### config.mk
export PLATFORM = sky130hd
export DESIGN_NAME = wavelet_synthesis_flat
export DESIGN_NICKNAME = d
export VERILOG_FILES = /design/src/rtl/wavelet_pkg.sv /design/src/rtl/wavelet_synthesis_if.sv /design/src/rtl/wavelet_saturate.sv /design/src/rtl/wavelet_synthesis.sv /design/src/flat_wrapper.sv
export SDC_FILE = /design/constraint.sdc
export NUM_CORES = 1
export LEC_CHECK = 0
export CAP_MARGIN = 20
export CORE_ASPECT_RATIO = 0.6
export CORE_MARGIN = 2
export CORE_UTILIZATION = 27
export CTS_CLUSTER_DIAMETER = 60
export DETAILED_ROUTE_END_ITERATION = 6
export PLACE_DENSITY = 0.51
export SYNTH_ARGS = -nofsm -noshare
export SYNTH_HDL_FRONTEND = slang
export SYNTH_SLANG_ARGS = --single-unit
### constraint.sdc
create_clock -name clk -period 20.1 [get_ports clk]
set_input_delay 3.015 -clock clk [delete_from_list [all_inputs] [get_ports clk]]
set_output_delay 3.015 -clock clk [all_outputs]
set_load 0.1 [all_outputs]
### src/rtl/wavelet_pkg.sv
// rtl/wavelet_pkg.sv - shared types and width helpers for the wavelet synthesis block
// Purpose: FSM state enum, clog2 helper, unity-gain constant and accumulator width derivation.
// Ports: none (package).
package wavelet_pkg;

  typedef enum logic {
    ACCUM  = 1'b0,
    OUTPUT = 1'b1
  } state_t;

  localparam int DEF_BITS_PER_ELEM = 8;
  localparam int DEF_NUM_FILTERS   = 8;
  localparam int DEF_GAIN_BITS     = 8;

  function automatic int clog2(input int n);
    int r;
    r = 0;
    for (int v = 1; v < n; v = v * 2) r++;
    return r;
  endfunction

  // Index width that stays legal even for a single-band bank.
  function automatic int addr_bits(input int n);
    return (n > 1) ? clog2(n) : 1;
  endfunction

  // Q1.(GAIN_BITS-1) representation of 1.0.
  function automatic int unity_gain(input int gain_bits);
    return 1 << (gain_bits - 1);
  endfunction

  // Product width plus one growth bit per doubling of the band count.
  function automatic int acc_bits(input int bpe, input int gain_bits, input int nf);
    return bpe + gain_bits + 1 + clog2(nf);
  endfunction

endpackage

### src/rtl/wavelet_synthesis_if.sv
// rtl/wavelet_synthesis_if.sv - coefficient, gain and sample signals of wavelet_synthesis
// Purpose: bundles the coefficient stream, gain write port and output sample handshake.
// Modports: slave (the synthesis block), master (the driving side).
interface wavelet_synthesis_if #(
  parameter int BITS_PER_ELEM = 8,
  parameter int NUM_FILTERS   = 8,
  parameter int GAIN_BITS     = 8
);
  import wavelet_pkg::*;

  localparam int ADDR_W = addr_bits(NUM_FILTERS);

  logic signed [BITS_PER_ELEM-1:0] i_coef;
  logic                            i_coef_valid;
  logic                            i_coef_last;
  logic                            o_coef_ready;
  logic                            i_gain_we;
  logic [ADDR_W-1:0]               i_gain_addr;
  logic [GAIN_BITS-1:0]            i_gain_data;
  logic signed [BITS_PER_ELEM-1:0] o_value;
  logic                            o_valid;
  logic                            i_ready;
  logic                            o_frame_err;

  modport slave (
    input  i_coef, i_coef_valid, i_coef_last, i_gain_we, i_gain_addr, i_gain_data, i_ready,
    output o_coef_ready, o_value, o_valid, o_frame_err
  );

  modport master (
    output i_coef, i_coef_valid, i_coef_last, i_gain_we, i_gain_addr, i_gain_data, i_ready,
    input  o_coef_ready, o_value, o_valid, o_frame_err
  );

endinterface

### src/rtl/wavelet_saturate.sv
// rtl/wavelet_saturate.sv - round-half-up, shift and saturate accumulator to sample width
// Purpose: combinational conversion of a Q.(GAIN_BITS-1) accumulator into a signed sample.
// Ports: i_acc (ACC_BITS signed accumulator), o_value (BITS signed saturated sample).
module wavelet_saturate #(
  parameter int ACC_BITS  = 20,
  parameter int BITS      = 8,
  parameter int GAIN_BITS = 8
) (
  input  logic signed [ACC_BITS-1:0] i_acc,
  output logic signed [BITS-1:0]     o_value
);

  localparam int                     SHIFT = GAIN_BITS - 1;
  localparam logic signed [ACC_BITS-1:0] HALF  = ACC_BITS'(2 ** (GAIN_BITS - 2));
  localparam logic signed [ACC_BITS-1:0] MAX_V = ACC_BITS'(2 ** (BITS - 1) - 1);
  // Two's complement: inverting 0..0111 gives 1..1000, the most negative sample.
  localparam logic signed [ACC_BITS-1:0] MIN_V = ~MAX_V;

  logic signed [ACC_BITS-1:0] w_sum;
  logic signed [ACC_BITS-1:0] w_shift;

  // The accumulator carries clog2(NUM_FILTERS) spare bits, so adding HALF cannot wrap.
  assign w_sum   = i_acc + HALF;
  assign w_shift = w_sum >>> SHIFT;

  always_comb begin
    o_value = w_shift[BITS-1:0];
    if (w_shift > MAX_V)      o_value = MAX_V[BITS-1:0];
    else if (w_shift < MIN_V) o_value = MIN_V[BITS-1:0];
  end

endmodule

### src/rtl/wavelet_synthesis.sv
// rtl/wavelet_synthesis.sv - gain-weighted accumulation of a band frame into one sample
// Purpose: FSM, band counter, multiply-accumulate and per-band gain file of the synthesis bank.
// Ports: clk, rst_n (async active-low), io_bus (wavelet_synthesis_if.slave: coefficient
//        stream, gain write port, output sample handshake, framing error pulse).
module wavelet_synthesis
  import wavelet_pkg::*;
#(
  parameter int BITS_PER_ELEM = DEF_BITS_PER_ELEM,
  parameter int NUM_FILTERS   = DEF_NUM_FILTERS,
  parameter int GAIN_BITS     = DEF_GAIN_BITS
) (
  input logic                 clk,
  input logic                 rst_n,
  wavelet_synthesis_if.slave  io_bus
);

  localparam int K_W    = addr_bits(NUM_FILTERS);
  localparam int ACC_W  = acc_bits(BITS_PER_ELEM, GAIN_BITS, NUM_FILTERS);
  localparam int PROD_W = BITS_PER_ELEM + GAIN_BITS + 1;
  localparam logic [K_W-1:0]       K_LAST = K_W'(NUM_FILTERS - 1);
  localparam logic [GAIN_BITS-1:0] UNITY  = GAIN_BITS'(unity_gain(GAIN_BITS));

  state_t                          r_state;
  state_t                          w_state_next;
  logic [K_W-1:0]                  r_k;
  logic signed [ACC_W-1:0]         r_acc;
  logic [GAIN_BITS-1:0]            r_gain [NUM_FILTERS];
  logic signed [BITS_PER_ELEM-1:0] r_value;
  logic                            r_frame_err;

  logic                            w_accept;
  logic                            w_last_band;
  logic                            w_coef_ready;
  logic                            w_valid;
  logic signed [PROD_W-1:0]        w_coef_ext;
  logic signed [PROD_W-1:0]        w_gain_ext;
  logic signed [PROD_W-1:0]        w_prod;
  logic signed [ACC_W-1:0]         w_prod_ext;
  logic signed [ACC_W-1:0]         w_acc_next;
  logic signed [BITS_PER_ELEM-1:0] w_sat;

  assign w_accept    = io_bus.i_coef_valid && (r_state == ACCUM);
  assign w_last_band = (r_k == K_LAST);

  // Gain is unsigned, so it is zero-extended before the signed multiply.
  assign w_coef_ext = {{(GAIN_BITS + 1){io_bus.i_coef[BITS_PER_ELEM-1]}}, io_bus.i_coef};
  assign w_gain_ext = $signed({{(BITS_PER_ELEM + 1){1'b0}}, r_gain[r_k]});
  assign w_prod     = w_coef_ext * w_gain_ext;
  assign w_prod_ext = {{(ACC_W - PROD_W){w_prod[PROD_W-1]}}, w_prod};
  // Band 0 restarts the sum, so no explicit clear is needed between frames.
  assign w_acc_next = (r_k == '0) ? w_prod_ext : (r_acc + w_prod_ext);

  wavelet_saturate #(
    .ACC_BITS  (ACC_W),
    .BITS      (BITS_PER_ELEM),
    .GAIN_BITS (GAIN_BITS)
  ) u_saturate (
    .i_acc   (w_acc_next),
    .o_value (w_sat)
  );

  always_ff @(posedge clk or negedge rst_n) begin
    if (!rst_n) r_state <= ACCUM;
    else        r_state <= w_state_next;
  end

  always_comb begin
    w_state_next = r_state;
    w_coef_ready = 1'b0;
    w_valid      = 1'b0;
    case (r_state)
      ACCUM: begin
        w_coef_ready = 1'b1;
        if (w_accept && w_last_band) w_state_next = OUTPUT;
      end
      OUTPUT: begin
        w_valid = 1'b1;
        if (io_bus.i_ready) w_state_next = ACCUM;
      end
      default: w_state_next = ACCUM;
    endcase
  end

  // r_value only loads on the final band, which cannot happen in OUTPUT, so it holds during stalls.
  always_ff @(posedge clk or negedge rst_n) begin
    if (!rst_n) begin
      r_k         <= '0;
      r_acc       <= '0;
      r_value     <= '0;
      r_frame_err <= 1'b0;
    end else begin
      r_frame_err <= 1'b0;
      if (w_accept) begin
        if (w_last_band) begin
          r_k         <= '0;
          r_acc       <= w_acc_next;
          r_value     <= w_sat;
          r_frame_err <= !io_bus.i_coef_last;
        end else if (io_bus.i_coef_last) begin
          r_k         <= '0;
          r_frame_err <= 1'b1;
        end else begin
          r_k   <= r_k + K_W'(1);
          r_acc <= w_acc_next;
        end
      end
    end
  end

  // Registered file: a beat in the same cycle as a write still sees the old gain.
  always_ff @(posedge clk or negedge rst_n) begin
    if (!rst_n) begin
      for (int i = 0; i < NUM_FILTERS; i++) r_gain[i] <= UNITY;
    end else if (io_bus.i_gain_we && (int'(io_bus.i_gain_addr) < NUM_FILTERS)) begin
      r_gain[io_bus.i_gain_addr] <= io_bus.i_gain_data;
    end
  end

  assign io_bus.o_coef_ready = w_coef_ready;
  assign io_bus.o_valid      = w_valid;
  assign io_bus.o_value      = r_value;
  assign io_bus.o_frame_err  = r_frame_err;

endmodule

### src/flat_wrapper.sv
// flat-port wrapper written by rule: the top's interface ports become plain ports
module wavelet_synthesis_flat import wavelet_pkg::*;
#(
  parameter int BITS_PER_ELEM = DEF_BITS_PER_ELEM,
  parameter int NUM_FILTERS   = DEF_NUM_FILTERS,
  parameter int GAIN_BITS     = DEF_GAIN_BITS
)
  (clk, rst_n, io_bus_i_coef, io_bus_i_coef_valid, io_bus_i_coef_last, io_bus_i_gain_we, io_bus_i_gain_addr, io_bus_i_gain_data, io_bus_i_ready, io_bus_o_coef_ready, io_bus_o_value, io_bus_o_valid, io_bus_o_frame_err);
  wavelet_synthesis_if #(.BITS_PER_ELEM(BITS_PER_ELEM), .NUM_FILTERS(NUM_FILTERS), .GAIN_BITS(GAIN_BITS)) io_bus_i ();
  input logic clk;
  input logic rst_n;
  input wire logic [$bits(io_bus_i.i_coef)-1:0] io_bus_i_coef;
  input wire logic [$bits(io_bus_i.i_coef_valid)-1:0] io_bus_i_coef_valid;
  input wire logic [$bits(io_bus_i.i_coef_last)-1:0] io_bus_i_coef_last;
  input wire logic [$bits(io_bus_i.i_gain_we)-1:0] io_bus_i_gain_we;
  input wire logic [$bits(io_bus_i.i_gain_addr)-1:0] io_bus_i_gain_addr;
  input wire logic [$bits(io_bus_i.i_gain_data)-1:0] io_bus_i_gain_data;
  input wire logic [$bits(io_bus_i.i_ready)-1:0] io_bus_i_ready;
  output wire logic [$bits(io_bus_i.o_coef_ready)-1:0] io_bus_o_coef_ready;
  output wire logic [$bits(io_bus_i.o_value)-1:0] io_bus_o_value;
  output wire logic [$bits(io_bus_i.o_valid)-1:0] io_bus_o_valid;
  output wire logic [$bits(io_bus_i.o_frame_err)-1:0] io_bus_o_frame_err;
  assign io_bus_i.i_coef = io_bus_i_coef;
  assign io_bus_i.i_coef_valid = io_bus_i_coef_valid;
  assign io_bus_i.i_coef_last = io_bus_i_coef_last;
  assign io_bus_i.i_gain_we = io_bus_i_gain_we;
  assign io_bus_i.i_gain_addr = io_bus_i_gain_addr;
  assign io_bus_i.i_gain_data = io_bus_i_gain_data;
  assign io_bus_i.i_ready = io_bus_i_ready;
  assign io_bus_o_coef_ready = io_bus_i.o_coef_ready;
  assign io_bus_o_value = io_bus_i.o_value;
  assign io_bus_o_valid = io_bus_i.o_valid;
  assign io_bus_o_frame_err = io_bus_i.o_frame_err;
  wavelet_synthesis #(.BITS_PER_ELEM(BITS_PER_ELEM), .NUM_FILTERS(NUM_FILTERS), .GAIN_BITS(GAIN_BITS)) u_core (.clk(clk), .rst_n(rst_n), .io_bus(io_bus_i));
endmodule
[Word level (Yosys, flattened, before mapping)]
Cells that the tools add are included.
Word-level totals
  flip-flop bits (word level): 97
  input port bits: 25
  output and inout port bits: 11
  word-level logic and storage cells: 55
Operators by class
  add/sub/neg operators: 3
  $mul: 1
  magnitude comparators: 5
  eq/ne operators: 2
  mux-type cells: 21
  bitwise operators: 3
  reductions and logical operators: 7
Operator list (number)
  64-bit bitwise mux: 1
  20-bit 2-to-1 mux: 3
  8-bit 2-to-1 mux: 5
  8-bit binary-select mux with 3-bit select: 1
  8-bit demux with 3-bit select: 1
  20-bit by 17-bit adder with 20-bit output: 1
  20-bit by 8-bit adder with 20-bit output, second input constant: 1
  8-bit by 9-bit multiplier with 17-bit output: 1
  13-bit by 8-bit greater-than comparator with 1-bit output, second input constant: 1
  13-bit by 8-bit less-than comparator with 1-bit output, second input constant: 1
  4-bit greater-or-equal comparator, second input constant: 2
  3-bit NOT with 4-bit output: 2
  1-bit 2-to-1 mux: 7
  3-bit 2-to-1 mux: 2
  4-bit by 1-bit less-than comparator with 1-bit output, second input constant: 1
  2-bit AND reduction: 2
  3-bit by 1-bit adder with 3-bit output, second input constant: 1
  3-bit equality test, second input constant: 1
  1-bit logical AND: 3
  3-bit zero test: 1
  2-bit by 1-bit != test with 1-bit output, second input constant: 1
  1-bit case mux with 2 select lines: 1
  1-bit zero test: 1
  1-bit NOT: 1

[Logic depth before layout (Yosys ltp)]
Gate-level depths: netlist (run 1).
  depth after elaboration: 11
  gate-level depth with buffers: 33
  mapped depth without buffers: 30

[Cells and area by module]
A second synthesis (run 1) with hierarchy kept.
Unflattened totals
  cell total of the unflattened synthesis: 788
  area total of the unflattened synthesis: 8308.0 µm²
By module, submodules not included
  wavelet_synthesis: times used 1, cells an instance 729, area an instance 7892.6 µm², seq. area each 2437.3 µm²
  wavelet_saturate: times used 1, cells an instance 59, area an instance 415.4 µm², seq. area each 0.0 µm²

[Worst setup path before layout (run 1)]
OpenSTA, ideal clock, no wires.
  kind: input port to flip-flop
  start: in io_bus_i_coef[7]
  end: reg u_core.r_value[0], in the netlist u_core.io_bus.o_value[0]
  library setup time: 78 ps
  arrival: 9390 ps
  data required time: 20022 ps
  slack: 10632 ps
  stages on the path: 26
  buffers on the path: 1
  cells stage by stage: and2_1 > fa_1 > fa_1 > fa_1 > inv_1 > fa_1 > inv_1 > ha_1 > buf_6 > a21oi_1 > o21ai_1 > o2111ai_1 > or3b_1 > ha_1 > a21oi_1 > o21a_1 > o211ai_1 > nand2_1 > xnor2_1 > mux2i_2 > or4_4 > or3b_4 > xnor2_1 > o41ai_4 > nand2_1 > a21oi_1
Between the ends
  cells in the longest elaborated chain, start to end: 7
  elaborated cells on any way between the ends: 8
  those cells by class: 2 x add/sub; 1 x mul; 2 x order compare; 3 x mux
Ends and longest elaborated chain
  start, declared: RTL line flat_wrapper.sv:12  | input wire logic [$bits(io_bus_i.i_coef)-1:0] io_bus_i_coef;
  8-bit by 9-bit multiplier with 17-bit output *: RTL line wavelet_synthesis.sv:48  | assign w_prod = w_coef_ext * w_gain_ext;
  20-bit by 17-bit adder with 20-bit output: RTL line wavelet_synthesis.sv:51  | assign w_acc_next = (r_k == '0) ? w_prod_ext : (r_acc + w_prod_ext);
  20-bit 2-to-1 mux *: RTL line wavelet_synthesis.sv:51
  20-bit by 8-bit adder with 20-bit output *: RTL line wavelet_saturate.sv:23  | assign w_sum = i_acc + HALF;
  13-bit by 8-bit less-than comparator with 1-bit output: RTL line wavelet_saturate.sv:29  | else if (w_shift < MIN_V) o_value = MIN_V[BITS-1:0];
  8-bit 2-to-1 mux: RTL line wavelet_saturate.sv:29
  8-bit 2-to-1 mux *: RTL line wavelet_saturate.sv:28  | if (w_shift > MAX_V) o_value = MAX_V[BITS-1:0];
  end signal, assigned: RTL line wavelet_synthesis.sv:97  | r_value <= w_sat;
  end, declared: RTL line wavelet_synthesis.sv:28  | logic signed [BITS_PER_ELEM-1:0] r_value;
Mark *: on every way between the ends. The rest lies on a longest branch, timed or not.
A chain may end at the register's enable or synchronous reset.

[Final worst setup path (run 1)]
  start: in io_bus_i_coef[5]
  end: reg u_core.r_value[0], in the netlist u_core.io_bus.o_value[0]
Same word-level chain as after synthesis.

==> metrics.md, run 1 <==
| Metric | Value |
|---|---|
| Status | `completed` |
| CTS tree | `done` |
| Via count | `5,865` |
| Dominant cell type by area after synthesis | `dfrtp_1` |
| Setup TNS | `0 ns` |
| Crit path kind | `in -> reg` |
| Routed length on met1 | `11.86 mm` |
| Clock Sinks | `97` |
| Post-Synth Simple-Gate Area | `0.1511` |
| Count of final setup violators | `0` |
| Post-DP HPWL | `15.48 mm` |
| Mux share of post-synthesis cell area | `0.1550` |
| Final Hold Vio Count | `0` |
| Average size of a mapped cell | `10.30 um2` |
| Total Routing Usage GR | `0.1373` |
| Layout cell share with drive strength beyond 1 | `0.1725` |
| Critical R2R Launch | `u_core.r_k[1]` |
| Final slew viol count | `0` |
| RSZ-0062 raised after global routing | `false` |
| DRC Markers | `0` |
| Post-Synth XOR/XNOR Area | `0.03474` |
| Cell row count | `48` |
| First drt pass iteration count | `5` |
| Hold crit path type | `reg -> reg` |
| Total clock buffers created by CTS | `9` |
| Clk_lat worst skew | `0.37 ns` |
| Seq cells post-synth | `97` |
| Die width | `227.1 um` |
| Mapped Area | `0.008066 mm2` |
| Worst setup EP type | `flop` |
| Post-synth top flop | `dfrtp_1` |
| CP required | `between 20 and 25 ns` |
| DR iter-0 viols | `~360` |
| Routed vias/inst | `between 4 and 5` |
| Worst Max-Slew Pin Slew | `1.049 ns` |
| Area Growth Syn to Fin | `14.24%` |
| Final min period | `10.38 ns` |
| Clock Tree Root | `clkbuf_16` |
| Post-Syn Nets | `914` |
| Crit path DAT | `between 10 and 15 ns` |
| Metal2 WL | `7.131 mm` |
| Largest family of logic cells by synthesized area | `adder cells` |
| R2r setup slk | `between 10 and 15 ns` |
| Clock transition at path regs | `about 0.08 ns` |
| Top cells by area, synth | `dfrtp_1, ha_1, fa_1` |
| Most frequent cells after synthesis | `dfrtp_1, ha_1, inv_1, mux2_2, nand2_1` |
| # IOs | `36` |
| Post-synth top area share | `0.2761` |
| CP Launch Point | `io_bus_i_coef[5]` |
| Worst reg2reg path depth | `27` |
| Max-cap violations | `0` |
| Total grt overflow | `0` |
| CP max FO | `8` |
| Max_slew headroom | `0.2805` |
| Placed instance area | `0.008911 mm2` |
| Die area | `0.03132 mm2` |
| Synth unique cells | `74` |
| PortBufs | `35` |
| Final #Nets | `around 950` |
| Initial Util | `0.2775` |
| Vias in the first global route | `5,723` |
| Clock skew | `0.01138 ns` |
| Top routing layer in use | `met4` |
| Initial antenna violation count | `0` |
| Clock Path Buffers | `2` |
| Setup bufs post-CTS | `0` |
| DR WL/cell | `around 17 um` |
| # diodes | `0` |
| EDFF count, synth | `0` |
| Chip height | `137.9 um` |
| Synth async-reset ratio | `1.000` |
| Fin area | `around 0.009 mm2` |
| CTS resizes | `0` |
| Fillers | `3,065` |
| Core region area | `0.02907 mm2` |
| Inst Count DP | `1,206` |
| Reg-to-Reg End | `u_core.io_bus.o_value[0]` |
| Non-Filler Instances | `1,223` |
| Register area share after synthesis | `0.3022` |
| Synthesis Warnings | `0` |
| Post-Synth Adder-Cell Area | `0.1998` |
| Largest net degree at the start of global routing | `70` |
| Routed WL | `20.31 mm` |
| Count leader, synth | `dfrtp_1` |
| Mapped Cells | `between 700 and 800` |
| Detail Route met3 WL | `roughly 1.2 mm` |
| Gp weighted congestion | `between 0.8 and 0.9` |
| Hold Buf Count CTS | `0` |
| Final ANT Viol Nets | `0` |
| Worst setup endpoint | `u_core.io_bus.o_value[0]` |
| First-pass GRT wire length | `around 33 mm` |
| Period Utilization, post-route | `0.5166` |
| Max Fclk | `0.09630 GHz` |
| Post-synthesis compound-gate area fraction | `0.1139` |
| Htree depth | `3` |
| Worst setup SP type | `input port` |
[how the worst min path moves through the flow]
stage / from / to / slack [ns] / depth (start not counted)
floorplan: u_core.r_acc[7] / u_core.r_acc[7] / 0.45 / 2
global placement: u_core.r_acc[0] / u_core.r_acc[0] / 0.47 / 2
detailed placement: u_core.io_bus.o_value[7] / u_core.io_bus.o_value[7] / 0.47 / 2
CTS: u_core.r_acc[7] / u_core.r_acc[7] / 0.50 / 2
global route: u_core.r_acc[7] / u_core.r_acc[7] / 0.52 / 2
finish: u_core.r_acc[7] / u_core.r_acc[7] / 0.49 / 2
[metal layers]
layer  track usage  up-vias
met5             0        -
met4       0.02578        0
met3       0.03030       12
met2        0.1689      129
met1        0.2315     2905
li1              -     2819
[critical path, stage by stage]
cell and delay [ns]:
clkdlybuf4s50_1 0.70, nor2b_1 0.22, fa_1 0.46, fa_1 0.52, fa_1 0.54, inv_1 0.05
fa_1 0.52, inv_1 0.04, ha_1 0.38, a21oi_1 0.27, o21ai_1 0.17, o2111ai_1 0.21
or3b_1 0.44, ha_1 0.34, a21oi_1 0.16, o21a_1 0.15, o21ai_0 0.11, nand2_1 0.15
xnor2_1 0.15, mux2i_2 0.15, or4_4 0.56, or3b_4 0.41, xnor2_1 0.16, o41ai_4 0.50
nand2_1 0.12, a21oi_1 0.16
[per-stage QoR]
step	hold slack (ns)	utilization	setup slack (ns)
finish	0.4913	0.3170	9.716
global route	0.5155	0.3170	9.242
CTS	0.4981	0.3168	9.737
detailed placement	0.4732	0.3066	9.384
global placement	0.4720	0.3066	9.481
floorplan	0.4524	-	10.63
[state kept, by name, summed over array words and instances, names as in the netlist]
| register | flops |
|---|---|
| u_core.r_k | 3 |
| u_core.r_gain | 64 |
| u_core.io_bus.o_value | 8 |
| u_core.r_acc | 20 |
| u_core.io_bus.o_frame_err | 1 |
| u_core.r_state | 1 |
[logic make-up after synthesis]
| logic type | after synthesis |
|---|---|
| xor+xnor | 32 |
| compound gates | 130 |
| mux | 95 |
| buf+inv | 90 |
| flops | 97 |
| fa+ha+maj | 106 |
| simple gates | 233 |
[placed cells by master, fill, tap and decap left out, types with 3 or more instances in the layout]
cell,n
dfrtp_1,89
ha_1,68
inv_1,67
mux2_2,66
nand2_1,61
nor2b_1,45
nor2_1,44
a21oi_1,38
fa_1,38
clkdlybuf4s50_1,34
o21ai_0,29
nand2b_1,18
xnor2_1,18
mux4_2,16
xor2_1,14
buf_4,13
mux2i_1,11
nand3_1,11
and2_1,11
nor3_1,9
clkbuf_16,9
a21o_1,8
dfstp_2,8
o211ai_1,7
nand4_1,6
o21a_1,6
nor3b_1,4
o21ai_1,4
nand4b_1,4
and3_1,3
nor3_2,3
inv_8,3
[cell type report]
cell class                      count  area [um2]  area share
Clock buffer                        9       225.2     0.02444
Clock inverter                      7       71.32    0.007739
Inverter                           67       251.5     0.02729
Multi-Input combinational cell    596        5291      0.5742
Sequential cell                    97        2437      0.2645
Tap cell                          400       500.5     0.05431
Timing Repair Buffer               47       437.9     0.04752
Power of run 1 is not shown: default switching activity piles up to over one toggle a cycle in this logic, so the estimate is an artifact.
==> run 2, diff against run 1 <==
clock period = 10.2 ns   (was 20.1 ns; I/O delays follow)
==> metrics.md, run 2 (synthesis results as in run 1) <==
| Metric | Value |
|---|---|
| CP Launch Point | `u_core.r_k[0]` |
| Area Growth Syn to Fin | `14.56%` |
| Final #Nets | `951 (+0.21%)` |
| Reg-to-Reg End | `u_core.io_bus.o_value[6]` |
| Clock skew | `0.007945 ns (-0.003434 ns)` |
| Fin area | `0.009241 mm2 (+0.29%)` |
| Hold crit path type | `reg -> reg` |
| Max_slew headroom | `0.3168 (+0.03634)` |
| Inst Count DP | `1,209 (+0.25%)` |
| Total grt overflow | `0 (unchanged)` |
| Final min period | `9.080 ns` |
| CP max FO | `11 (+3)` |
| First drt pass iteration count | `4 (-1)` |
| Max stage delay on crit path | `0.75 ns (+0.05 ns)` |
| Max-cap violations | `0 (unchanged)` |
| Worst setup EP type | `flop` |
| Largest net degree at the start of global routing | `68 (-2.9%)` |
| Final slew viol count | `0 (unchanged)` |
| Top reg by flops | `u_core.r_gain` |
| Crit path DAT | `9.37 ns (-1.30 ns)` |
| Via count | `5,773 (-1.6%)` |
| Chip height | `137.9 um (unchanged)` |
| Max Fclk | `0.1101 GHz` |
| Most Frequent Cell on Critical Path | `fa_1` |
| Min-delay src | `u_core.io_bus.o_value[7]` |
| DRC Markers | `0 (unchanged)` |
| CP max stage cell | `dfrtp_1` |
| Initial antenna violation count | `0 (unchanged)` |
| Die area | `0.03132 mm2 (unchanged)` |
| CTS tree | `done` |
| CTS resizes | `0 (unchanged)` |
| Cell row count | `48 (unchanged)` |
| Total Routing Usage GR | `0.1363 (-0.0009623)` |
| DR WL/cell | `16.30 um (-1.8%)` |
| Post-DP HPWL | `15.36 mm (-0.78%)` |
| Non-Filler Instances | `1,225 (+0.16%)` |
| Routed vias/inst | `4.713 (-1.7%)` |
| DR iter-0 viols | `345 (-3.6%)` |
| Final Hold Vio Count | `0 (unchanged)` |
| Setup bufs post-CTS | `0 (unchanged)` |
| Clock Sinks | `97 (unchanged)` |
| Status | `completed` |
| PortBufs | `35 (unchanged)` |
| RSZ-0062 raised after global routing | `false` |
| First-pass GRT wire length | `32.33 mm (-1.6%)` |
| Crit path kind | `reg -> reg` |
| Clock Tree Root | `clkbuf_16` |
| Clk_lat worst skew | `0.37 ns (about the same)` |
| Vias in the first global route | `5,668 (-0.96%)` |
| Htree depth | `3 (unchanged)` |
| Critical R2R Launch | `u_core.r_k[0]` |
| Clock transition at path regs | `0.07 ns (about the same)` |
| Core region area | `0.02907 mm2 (unchanged)` |
| Routed WL | `19.97 mm (-1.6%)` |
| CP required | `10.49 ns (-9.90 ns)` |
| Max FFs per register | `64 (unchanged)` |
| Clock Path Buffers | `2 (unchanged)` |
| Worst setup endpoint | `u_core.io_bus.o_value[6]` |
| Initial Util | `0.2775 (unchanged)` |
| Worst Max-Slew Pin Slew | `1.022 ns (-0.02770 ns)` |
| Worst reg2reg path depth | `28 (+3.7%)` |
| Final ANT Viol Nets | `0 (unchanged)` |
| Final core occ | `0.3179 (+0.0009040)` |
| Layout cell share with drive strength beyond 1 | `0.1721 (-0.0004183)` |
| Hold Buf Count CTS | `0 (unchanged)` |
| R2r setup slk | `1.12 ns (-9.73 ns)` |
| Gp weighted congestion | `0.8567 (-0.99%)` |
| Fillers | `3,027 (-1.2%)` |
| Worst setup SP type | `flop` |
| Placed instance area | `0.008929 mm2 (+0.20%)` |
| Die width | `227.1 um (unchanged)` |
| Commonest cells after routing, fill and taps aside | `dfrtp_1, ha_1, inv_1` |
| Setup TNS | `0 ns (unchanged)` |
| Count of final setup violators | `0 (unchanged)` |
| # diodes | `0 (unchanged)` |
| # IOs | `36 (unchanged)` |
| Period Utilization, post-route | `0.8902` |
| Commonest non-fill, non-tap cell in the layout | `dfrtp_1` |
| Total clock buffers created by CTS | `9 (unchanged)` |
==> run 2: metal layers <==
layer | routed length, um | global-route usage | vias up
li1 | - | - | 2812
met1 | 11570 | 0.2264 | 2825
met4 | 162 | 0.02760 | 0
met5 | 0 | 0 | -
met2 | 7036 | 0.1675 | 124
met3 | 1197 | 0.03475 | 12
==> run 2: area by class of cell <==
class | instances | area, um2 | area share
sequential | 97 | 2437 | 0.2637
clock buffer | 10 | 229.0 | 0.02478
inverter | 67 | 251.5 | 0.02721
multi-input combinational | 596 | 5286 | 0.5720
timing repair buffer | 49 | 452.9 | 0.04901
tap | 400 | 500.5 | 0.05416
clock inverter | 6 | 83.83 | 0.009071
==> run 2: critical path: cells and delay by family, from the launching register on <==
| family | cells | cell delay, ns |
|---|---|---|
| adder cells (fa/ha/maj) | 6 | 2.67 |
| multiplexers | 2 | 1.09 |
| buffers and inverters | 4 | 0.47 |
| AO/OA/AOI/OAI | 7 | 2.08 |
| AND/OR/NAND/NOR | 6 | 1.35 |
| flip-flops | 1 | 0.75 |
| XOR/XNOR | 3 | 0.59 |
==> run 2: metrics by stage <==
stage               setup WS, ns  hold WS [ns]
floorplan                  1.558        0.4524
global placement           1.003        0.4733
detailed placement        0.9247        0.4637
CTS                        1.052        0.4929
global route              0.4508        0.5089
finish                     1.120        0.4874
==> run 2: how the worst min path moves through the flow <==
stage,to,slack (ns),cells past startpoint
2_1_floorplan,u_core.r_acc[7],0.45,2
3_3_place_gp,u_core.io_bus.o_value[7],0.47,2
3_5_place_dp,u_core.io_bus.o_value[7],0.46,2
4_1_cts,u_core.io_bus.o_value[7],0.49,2
5_1_grt,u_core.io_bus.o_value[7],0.51,2
6_report,u_core.io_bus.o_value[7],0.49,2
Power of run 2 is left out for the same reason.
==> run 3, diff against run 2 <==
CTS_CLUSTER_DIAMETER = 80   (was 60)
PLACE_DENSITY = 0.52   (was 0.51)
clock period = 8.1 ns   (was 10.2 ns; I/O delays follow)
==> metrics.md, run 3 (synthesis results as in run 1) <==
| Metric | Value |
|---|---|
| Total clock buffers created by CTS | `9 (unchanged)` |
| Final #Nets | `1,081 (+14%)` |
| Critical R2R Launch | `u_core.r_k[0]` |
| CP Launch Point | `u_core.r_k[0]` |
| Largest net degree at the start of global routing | `69 (+1.5%)` |
| Initial Util | `0.2775 (unchanged)` |
| Routed vias/inst | `4.565 (-3.1%)` |
| Worst setup SP type | `flop` |
| Period Utilization, post-route | `0.9753 (+0.08511)` |
| Worst Max-Slew Pin Slew | `0.9860 ns (-0.03559 ns)` |
| Fillers | `2,897 (-4.3%)` |
| Vias in the first global route | `5,953 (+5.0%)` |
| First-pass GRT wire length | `32.72 mm (+1.2%)` |
| Via count | `6,185 (+7.1%)` |
| Crit path kind | `reg -> reg` |
| Setup TNS | `0 ns (unchanged)` |
| Top reg by flops | `u_core.r_gain` |
| Clock Sinks | `97 (unchanged)` |
| CP max FO | `7 (-4)` |
| CP max stage cell | `fa_1` |
| # IOs | `36 (unchanged)` |
| Area of the multi-input gates | `0.005746 mm2 (+8.7%)` |
| Clock skew | `0.01056 ns (+0.002615 ns)` |
| Hold crit path type | `reg -> reg` |
| Sequential cell area | `0.002439 mm2 (about the same)` |
| Chip height | `137.9 um (unchanged)` |
| Layout cell share with drive strength beyond 1 | `0.3634 (+0.1912)` |
| Worst setup EP type | `flop` |
| Cell row count | `48 (unchanged)` |
| First drt pass iteration count | `4 (unchanged)` |
| Die width | `227.1 um (unchanged)` |
| Commonest non-fill, non-tap cell in the layout | `buf_4` |
| Max-cap violations | `0 (unchanged)` |
| R2r setup slk | `0.20 ns (-0.92 ns)` |
| Crit path DAT | `8.17 ns (-1.20 ns)` |
| Clock Tree Root | `clkbuf_16` |
| Delay-heaviest family, CP | `adder cells` |
| Initial antenna violation count | `0 (unchanged)` |
| Final slew viol count | `0 (unchanged)` |
| Reg-to-Reg End | `u_core.io_bus.o_value[6]` |
| Final worst slack | `0.1999 ns (-0.9200 ns)` |
| DR WL/cell | `15.37 um (-5.7%)` |
| Final ANT Viol Nets | `0 (unchanged)` |
| Worst reg2reg path depth | `33 (+18%)` |
| Core region area | `0.02907 mm2 (unchanged)` |
| Total grt overflow | `0 (unchanged)` |
| DRC Markers | `0 (unchanged)` |
| Final min period | `7.900 ns (-1.180 ns)` |
| DR iter-0 viols | `340 (-1.4%)` |
| Max_slew headroom | `0.3406 (+0.02380)` |
| CTS tree | `done` |
| Max Fclk | `0.1266 GHz (+15%)` |
| Stages on worst setup path | `33 (+18%)` |
| Post-DP HPWL | `15.35 mm (about the same)` |
| Commonest cells after routing, fill and taps aside | `buf_4, dfrtp_1, mux2_2` |
| Max FFs per register | `64 (unchanged)` |
| Worst setup endpoint | `u_core.io_bus.o_value[6]` |
| Gp weighted congestion | `0.8263 (-3.5%)` |
| Status | `completed` |
| Die area | `0.03132 mm2 (unchanged)` |
| Hold Buf Count CTS | `0 (unchanged)` |
| Routed WL | `20.83 mm (+4.3%)` |
| DP Worst Slack | `-0.4999 ns (-1.425 ns)` |
| CP required | `8.37 ns (-2.12 ns)` |
| Clock Path Buffers | `2 (unchanged)` |
| # diodes | `0 (unchanged)` |
| Clk_lat worst skew | `0.38 ns (about the same)` |
| Max stage delay on crit path | `0.58 ns (-0.17 ns)` |
| Clock transition at path regs | `0.08 ns (about the same)` |
| PortBufs | `35 (unchanged)` |
| Most Frequent Cell on Critical Path | `buf_6` |
| Area Growth Syn to Fin | `33.88%` |
| Total Routing Usage GR | `0.1367 (+0.0003988)` |
| Critical path buffers and inverters | `9 (+5)` |
| Final Hold Vio Count | `0 (unchanged)` |
| Count of final setup violators | `0 (unchanged)` |
| Htree depth | `3 (unchanged)` |
==> run 3: metrics by stage <==
stage          cells  hold slack (ns)  cell area, um2  utilization
2_1_floorplan    783           0.4524            8083            -
5_1_grt         1355           0.4988           10800       0.3715
3_5_place_dp    1306           0.4690            9711       0.3341
3_3_place_gp    1306           0.4629            9711       0.3341
4_1_cts         1324           0.4869           10070       0.3464
6_report        1355           0.4833           10800       0.3715
==> run 3: worst min path at each step <==
stage / to / cells after the start / start
after floorplan: u_core.r_acc[7] / 2 / u_core.r_acc[7]
after global placement: u_core.io_bus.o_value[7] / 2 / u_core.io_bus.o_value[7]
after detailed placement: u_core.io_bus.o_value[7] / 2 / u_core.io_bus.o_value[7]
after CTS: u_core.io_bus.o_value[7] / 2 / u_core.io_bus.o_value[7]
after global routing: u_core.io_bus.o_value[7] / 2 / u_core.io_bus.o_value[7]
final: u_core.io_bus.o_value[7] / 2 / u_core.io_bus.o_value[7]
==> run 3: metal layers <==
layer / vias up / global-route usage / part of all wire
met5: - / 0 / 0
li1: 3071 / - / -
met1: 3047 / 0.2113 / 0.55
met3: 8 / 0.03136 / 0.029
met4: 0 / 0.02941 / 0.0060
met2: 59 / 0.1900 / 0.42
==> run 3: layout make-up <==
cell class,count,area share
Clock buffer,9,0.02086
Clock inverter,7,0.007415
Inverter,67,0.02329
Multi-Input combinational cell,596,0.5320
Sequential cell,97,0.2258
Tap cell,400,0.04634
Timing Repair Buffer,179,0.1442
==> run 3: worst reg2reg max path: cells and delay by family (launching register included) <==
kind,cells,cell delay (ns)
adder cells (fa/ha/maj),6,2.59
AND/OR/NAND/NOR,8,1.70
buffers and inverters,9,1.07
AO/OA/AOI/OAI,5,0.85
multiplexers,3,0.80
flip-flops,1,0.45
XOR/XNOR,2,0.34
==> run 3: what timing repair did <==
action	CTS	global route
gates cloned	0	2
buffers inserted	2	31
endpoints found under the setup margin	7	8
gates resized for setup	9	101
pin swaps	2	55
Power of run 3 is left out for the same reason.
